### src/rtl/rm_pkg.sv
// Shared constants and FSM state type for the random-modulo control generator.
package rm_pkg;

  localparam int unsigned RM_SEED_WIDTH = 32;
  localparam logic [RM_SEED_WIDTH-1:0] RM_LFSR_POLY  = 32'h80200003;
  localparam logic [RM_SEED_WIDTH-1:0] RM_SEED_RESET = 32'hACE11DEA;

  typedef enum logic [1:0] {RM_IDLE, RM_DRAIN, RM_STEP, RM_DONE} rm_gen_state_t;

  // An all-zero seed would lock the LFSR, so it is replaced by the reset seed.
  function automatic logic [RM_SEED_WIDTH-1:0] rm_nonzero_seed(
    input logic [RM_SEED_WIDTH-1:0] value
  );
    return (value == '0) ? RM_SEED_RESET : value;
  endfunction

endpackage

### src/rtl/rm_lfsr_step.sv
// Single combinational Galois LFSR advance of the cache seed.
module rm_lfsr_step
  import rm_pkg::*;
(
  input  logic [RM_SEED_WIDTH-1:0] seed_i,
  output logic [RM_SEED_WIDTH-1:0] seed_o
);

  always_comb begin
    seed_o = (seed_i >> 1) ^ (seed_i[0] ? RM_LFSR_POLY : '0);
  end

endmodule

### src/rtl/rm_control_gen.sv
// Benes control-word generator: hashes lookup tags with a secret seed and owns the reseed FSM.
// Define RM_AUTO_RESEED_EN to reseed automatically after 65535 accepted lookups.
module rm_control_gen
  import rm_pkg::*;
#(
  parameter int unsigned TAG_WIDTH    = 20,
  parameter int unsigned CNT          = 3,
  parameter int unsigned RESEED_STEPS = 4
) (
  input  logic                     clk,
  input  logic                     reset,
  input  logic                     lookup_valid,
  input  logic [TAG_WIDTH-1:0]     lookup_tag,
  output logic                     lookup_ready,
  output logic                     ctrl_valid,
  output logic [CNT-1:0]           ctrl_o,
  input  logic                     reseed_req,
  output logic                     reseed_ack,
  input  logic                     seed_load_en,
  input  logic [RM_SEED_WIDTH-1:0] seed_load_value,
  output logic [RM_SEED_WIDTH-1:0] cur_seed
);

  localparam int unsigned StepW = (RESEED_STEPS > 1) ? $clog2(RESEED_STEPS) : 1;
  localparam logic [StepW-1:0] StepLast = StepW'(RESEED_STEPS - 1);

  rm_gen_state_t            state_q;
  logic [RM_SEED_WIDTH-1:0] seed_q;
  logic [RM_SEED_WIDTH-1:0] seed_step;
  logic [StepW-1:0]         step_cnt_q;
  logic                     ctrl_valid_q;
  logic [CNT-1:0]           ctrl_q;
  logic                     ack_q;
  logic [TAG_WIDTH-1:0]     hash;
  logic [CNT-1:0]           ctrl_fold;
  logic                     accept;
  logic                     req_any;

  assign lookup_ready = (state_q == RM_IDLE);
  assign accept       = lookup_valid && lookup_ready;

  rm_lfsr_step u_lfsr_step (
    .seed_i (seed_q),
    .seed_o (seed_step)
  );

  // Tag bit j feeds control bit (j mod CNT).
  always_comb begin
    hash      = lookup_tag ^ seed_q[TAG_WIDTH-1:0];
    ctrl_fold = '0;
    for (int i = 0; i < int'(CNT); i++) begin
      for (int j = 0; j < int'(TAG_WIDTH); j++) begin
        if ((j % int'(CNT)) == i) begin
          ctrl_fold[i] = ctrl_fold[i] ^ hash[j];
        end
      end
    end
  end

`ifdef RM_AUTO_RESEED_EN
  logic [15:0] lookup_cnt_q;
  logic        auto_req;

  assign auto_req = (lookup_cnt_q == 16'hFFFF);
  assign req_any  = reseed_req || auto_req;

  always_ff @(posedge clk) begin
    if (reset || state_q == RM_DONE) begin
      lookup_cnt_q <= '0;
    end else if (accept && !auto_req) begin
      lookup_cnt_q <= lookup_cnt_q + 16'd1;
    end
  end
`else
  assign req_any = reseed_req;
`endif

  always_ff @(posedge clk) begin
    if (reset) begin
      state_q      <= RM_IDLE;
      seed_q       <= RM_SEED_RESET;
      step_cnt_q   <= '0;
      ctrl_valid_q <= 1'b0;
      ctrl_q       <= '0;
      ack_q        <= 1'b0;
    end else begin
      ctrl_valid_q <= accept;
      if (accept) begin
        ctrl_q <= ctrl_fold;
      end
      ack_q <= 1'b0;
      case (state_q)
        RM_IDLE: begin
          // A load wins over a same-cycle request; the level-held request is taken next cycle.
          if (seed_load_en) begin
            seed_q <= rm_nonzero_seed(seed_load_value);
          end else if (req_any) begin
            state_q <= RM_DRAIN;
          end
        end
        RM_DRAIN: begin
          if (!ctrl_valid_q) begin
            state_q <= RM_STEP;
          end
        end
        RM_STEP: begin
          seed_q <= seed_step;
          if (step_cnt_q == StepLast) begin
            step_cnt_q <= '0;
            state_q    <= RM_DONE;
            ack_q      <= 1'b1;
          end else begin
            step_cnt_q <= step_cnt_q + 1'b1;
          end
        end
        RM_DONE: begin
          state_q <= RM_IDLE;
        end
        default: begin
          state_q <= RM_IDLE;
        end
      endcase
    end
  end

  assign ctrl_valid = ctrl_valid_q;
  assign ctrl_o     = ctrl_q;
  assign reseed_ack = ack_q;
  assign cur_seed   = seed_q;

endmodule

### config.mk
export PLATFORM = sky130hd
export DESIGN_NAME = rm_control_gen
export DESIGN_NICKNAME = d
export VERILOG_FILES = /design/src/rtl/rm_pkg.sv /design/src/rtl/rm_lfsr_step.sv /design/src/rtl/rm_control_gen.sv
export SDC_FILE = /design/constraint.sdc
export NUM_CORES = 1
export LEC_CHECK = 0
export ABC_CLOCK_PERIOD_IN_PS = 2080
export CORE_MARGIN = 4
export CORE_UTILIZATION = 43
export CTS_BUF_LIST = sky130_fd_sc_hd__clkbuf_16
export DETAILED_ROUTE_END_ITERATION = 6
export GPL_ROUTABILITY_DRIVEN = 0
export PLACE_DENSITY = 0.8
export SLEW_MARGIN = 15
export SYNTH_ARGS = -nofsm -noshare
export SYNTH_HDL_FRONTEND = slang
export SYNTH_SLANG_ARGS = --single-unit
### constraint.sdc
create_clock -name clk -period 2.08 [get_ports clk]
set_input_delay 0.52 -clock clk [delete_from_list [all_inputs] [get_ports clk]]
set_output_delay 0.52 -clock clk [all_outputs]
set_load 0.02 [all_outputs]
Word-level counts from Yosys, hierarchy flattened
Cells that the tools add are included.

Equal/unequal tests: 9. Bitwise operators: 20. Mux-type cells: 11. Reduce and logical (&&, ||, !) cells: 7. Add/subtract/negate cells: 1.

Operator list (number): $mux 32 (3); $pmux 32 s2 (1); $logic_not 32->1 (1); $xor 31x32->32 (1); $xor 20x20->20 (1); $xor 1x1->1 (17); $mux 2 (5); $pmux 2 s4 (1); $eq 2x2->1 const B (3); $ne 2x2->1 const B (3); $ne 2x1->1 const B (2); $reduce_and 4->1 (1); $add 2x1->2 const B (1); $eq 2x1->1 const B (1); $logic_not 2->1 (1); $reduce_and 2->1 (1); $reduce_bool 2->1 (1); $reduce_or 2->1 (1); $logic_and 1x1->1 (1); $mux 1 (1); $not 1->1 (1).

Logic and storage cells: 54. Output and inout port bits: 38. Bits in registers: 41.

Depth between registers and ports, before layout
Depth in word-level cells: 7. Mapped depth: 7. Gate-level depth less buffers: 6.

Cells and area by module
From an unflattened synthesis, not the netlist that was laid out.

Cell total of the unflattened synthesis: 280. Area total of the unflattened synthesis: 2533.7 um2.

Modules (own cells, without submodules): rm_control_gen (instances 1, area an instance 2289.7 um2, cells each 248, seq. area each 820.8 um2); rm_lfsr_step (instances 1, area an instance 244.0 um2, cells each 32, seq. area each 0.0 um2).

Worst setup path after synthesis
OpenSTA, ideal clock, no wires.

Kind: register -> register. From: reg state_q[0]. To: reg seed_q[29], in the netlist cur_seed[29]. Path buffers: 1. Data required time: 1.958 ns. Path slack: 0.184 ns. Arrival: 1.774 ns. Stages on the path, launching flop included: 7. Library setup time: 0.122 ns. Path through: dfxtp_1 inv_1 ha_1 mux2_2 clkbuf_1 o21a_1 a221o_1.

Word-level cells in the longest chain between the ends: 3. Elaborated cells on any way between the ends: 6.

RTL lines: start: declaration (line rm_control_gen.sv:27) `rm_gen_state_t state_q;`; start signal: assignment (line rm_control_gen.sv:80) `state_q <= RM_IDLE;`; start signal: assignment (line rm_control_gen.sv:98) `state_q <= RM_DRAIN;`; start signal: assignment (line rm_control_gen.sv:103) `state_q <= RM_STEP;`; $logic_not 2->1 *; named net lookup_ready (line rm_control_gen.sv:14) `output logic lookup_ready,`; $ne 2x1->1 (no source line) or $reduce_bool 2->1 (tied branches); $reduce_and 2->1 (no source line); end signal: assignment (line rm_control_gen.sv:96) `seed_q <= rm_nonzero_seed(seed_load_value);`; end signal: assignment (line rm_control_gen.sv:107) `seed_q <= seed_step;`; end: declaration (line rm_control_gen.sv:28) `logic [RM_SEED_WIDTH-1:0] seed_q;`.

Mark *: on every way through the listed nets, which the timed path passes. The rest lies on a longest branch. A chain may end at the register's enable or synchronous reset.

Final worst setup path
From: reg seed_q[0], in the netlist cur_seed[0]. To: out cur_seed[0].

RTL lines: end: declaration (line rm_control_gen.sv:21) `output logic [RM_SEED_WIDTH-1:0] cur_seed`.

No word-level cell between the ends.

==> impl_metrics.yaml <==
run_status:
  status: "complete, no violations"
floorplanning:
  die_y_um: 81.29
  pin_count: 95
  core_sq_um: 5172
  initial_core_util_pct: 44.65
  num_rows: 26
  die_area_sq_um: 6608
  die_w_um: 81.29
route:
  drt-initial-drc-count: 176
  vias_per_cell: 5.470
  wirelength_mm: 6.842
  drc_errors: 0
  vias: 2270
  wl_per_cell_um: 16.49
  first_pass_iters: 5
  drtAntennaViolNets: 0
setup_path:
  critical_path.slowest_cell: "clkdlybuf4s50_1"
  crit_path_end_kind: "output pin"
  ff2ff_setup_slack_ns: 0.23
  r2r-end: "cur_seed[0]$_SDFFE_PP0P_"
  path_class: "flop to output pin"
  path_delay_family: "buffers and inverters"
  r2r_start: "state_q[0]$_SDFFE_PP0P_"
  cp.required_ns: 1.56
  arrival_ns: 1.45
  worstSetupStartpointType: "flop"
  cp_num_buf_inv: 1
  critPathMaxStageDelay_ns: 0.66
  r2r_cells: 7
  crit_fanout: 6
  crit_chain: "clkdlybuf4s50_1"
cts:
  htree_num_levels: 2
  clk_latency_ns: 0.29
  ctsHoldBuffers: 0
  root_buffer: "clkbuf_16"
  cts_tree: "built"
  cts_made_buffers: 5
  clk_pin_slew_ns: 0.06
  clockBufferDepth: 2
  cts.sinks: 41
sta:
  fmax_mhz: 508.5
  grt_setup_unrepaired: "false"
  final_max_slew_viol_count: 0
  timing_hold_violations_final: 0
  worst_slew_pin_slew_ns: 0.4483
  worst_hold_slack_ns: 0.4997
  fin_crit_ns: 1.966
  setup_viol: 0
  fin_skew_ns: 0.002101
  fin_crit_sh_pct: 94.54
  slew_headroom_pct: 70.11
yosys:
  synth.distinct_cells: 30
  syn_area_per_cell_sq_um: 9.166
  synthCells: 252
  seq_area_frac_synth_pct: 35.54
  yosysWarnings: 0
  synth_area_sq_um: 2310
  synth_fp_nets: 313
  ys_seq_elements: 41
min_path:
  min_path_type: "flop to flop"
  whs_path_depth: 2
  whs_endpoint: "step_cnt_q[1]$_SDFFE_PP0N_"
  hold_start: "step_cnt_q[1]$_SDFFE_PP0N_"
cells_and_area:
  final_area_sq_um: 3503
  final.fill_count: 403
  multi_input_area_sq_um: 1393
  final_common_cell: "clkdlybuf4s50_1"
  fin_nets: 406
  mostFrequentLayoutCells: "93 x clkdlybuf4s50_1, 41 x dfxtp_1, 39 x nor2_1"
  drive_above_1_share_pct: 5.217
  syn_to_final_growth_pct: 51.68
  n_antenna_cell: 0
  register_area_sq_um: 820.8
pwr:
  p_leak_uw: 0.001277
  p_per_area_nw_per_um2: 1402
  peakVddDrop_uv: 696.5
global_routing:
  grt_antenna_before_repair: 0
  grt_max_degree: 42
  grt_pass1_wl_mm: 10.83
  grt_use_total_pct: 21.56
  grt-ovfl-total: 0
  grt_pass1_vias: 2173
placement:
  dp_hpwl_mm: 5.145
  placed_area_sq_um: 3368
  port-buffer-count: 94
run:
  drv_cap: 0
registers in the layout, indices dropped and copies added (netlist names):
| signal | flops |
|---|---|
| cur_seed | 32 |
| state_q | 2 |
| ctrl_o | 3 |
| step_cnt_q | 2 |
| reseed_ack | 1 |
| ctrl_valid | 1 |
Yosys cell counts:
cell,instances,area (sq um)
a211oi_1,18,135.1
a21oi_1,4,20.02
a221o_1,17,170.2
a222oi_1,1,10.01
a31oi_1,1,6.260
and2_1,1,6.260
and3_1,1,6.260
buf_1,1,3.750
buf_2,4,20.02
clkbuf_1,13,48.80
clkbuf_2,1,5.000
clkinv_1,1,3.750
dfxtp_1,41,820.8
ha_1,4,50.05
inv_1,4,15.01
mux2_2,1,11.26
mux2i_1,17,170.2
nand2_1,1,3.750
nand2b_1,1,6.260
nand3_1,1,5.000
nand4_1,2,12.51
nor2_1,39,146.4
nor2b_1,1,6.260
nor3_1,3,15.01
nor4_1,8,50.05
o21a_1,14,105.1
o21ai_0,18,90.09
xnor2_1,28,245.2
xnor3_1,5,112.6
xor2_1,1,8.760
power breakdown:
| part | internal (uW) | total [uW] | leakage, uW | switching [uW] |
|---|---|---|---|---|
| Combinational | 1540 | 2830 | 0.000874 | 1280 |
| Clock | 433 | 738 | 0.0000633 | 305 |
| Sequential | 1060 | 1350 | 0.000340 | 294 |
per-stage QoR:
| step | power (uW) | TNS, ns | worst slack [ns] | util (%) | cells |
|---|---|---|---|---|---|
| 6_report | 4913 | 0 | 0.1136 | 67.73 | 415 |
| 5_1_grt | 5213 | 0 | 0.07526 | 67.73 | 415 |
| 4_1_cts | 4946 | 0 | 0.1049 | 67.73 | 415 |
| 3_5_place_dp | 4201 | -0.5526 | -0.06779 | 65.12 | 408 |
| 3_3_place_gp | 4123 | -0.5833 | -0.06797 | 65.12 | 408 |
| 2_1_floorplan | 3156 | 0 | 0.1838 | - | 252 |
area by class of cell:
| cell class | count | share of cell area, % |
|---|---|---|
| multi-input combinational | 187 | 39.75 |
| timing repair buffer | 105 | 29.89 |
| sequential | 41 | 23.43 |
| clock buffer | 5 | 3.571 |
| tap | 70 | 2.500 |
| inverter | 5 | 0.5357 |
| clock inverter | 2 | 0.3214 |
worst max-delay path by stage:
stage	startpoint	to	slack, ns	cells after the start
after floorplan	state_q[0]$_SDFFE_PP0P_	cur_seed[29]$_SDFFE_PP1P_	0.18	6
after global placement	seed_load_value[2]	cur_seed[8]$_SDFFE_PP1P_	-0.07	6
after detailed placement	seed_load_value[2]	cur_seed[7]$_SDFFE_PP1P_	-0.07	6
after CTS	cur_seed[0]$_SDFFE_PP0P_	cur_seed[0]	0.10	1
after global routing	cur_seed[0]$_SDFFE_PP0P_	cur_seed[0]	0.08	1
final	cur_seed[0]$_SDFFE_PP0P_	cur_seed[0]	0.11	1
cells by family (layout without fill, tap and decap cells):
logic type / count (synthesis) / count (layout) / synth area share (%)
multiplexers: 18 / 18 / 7.855
AO/OA/AOI/OAI: 73 / 73 / 23.24
buffers and inverters: 24 / 117 / 4.171
AND/OR/NAND/NOR: 58 / 58 / 11.16
adder cells (fa/ha/maj): 4 / 4 / 2.167
XOR/XNOR: 34 / 34 / 15.87
flip-flops: 41 / 41 / 35.54
layer usage:
layer  wire length, um  GRT usage [%]
met1              2824          27.19
met2              3425          35.67
met3               460          5.322
met4               130          7.432
met5                 0              0
what timing repair did:
item / in CTS / in global routing
hold endpoints to repair: 0 / 0
setup endpoints to repair: 1 / 0
resized for setup: 1 / 0
setup buffers: 0 / 0
Power figures use the tool's default switching activity.
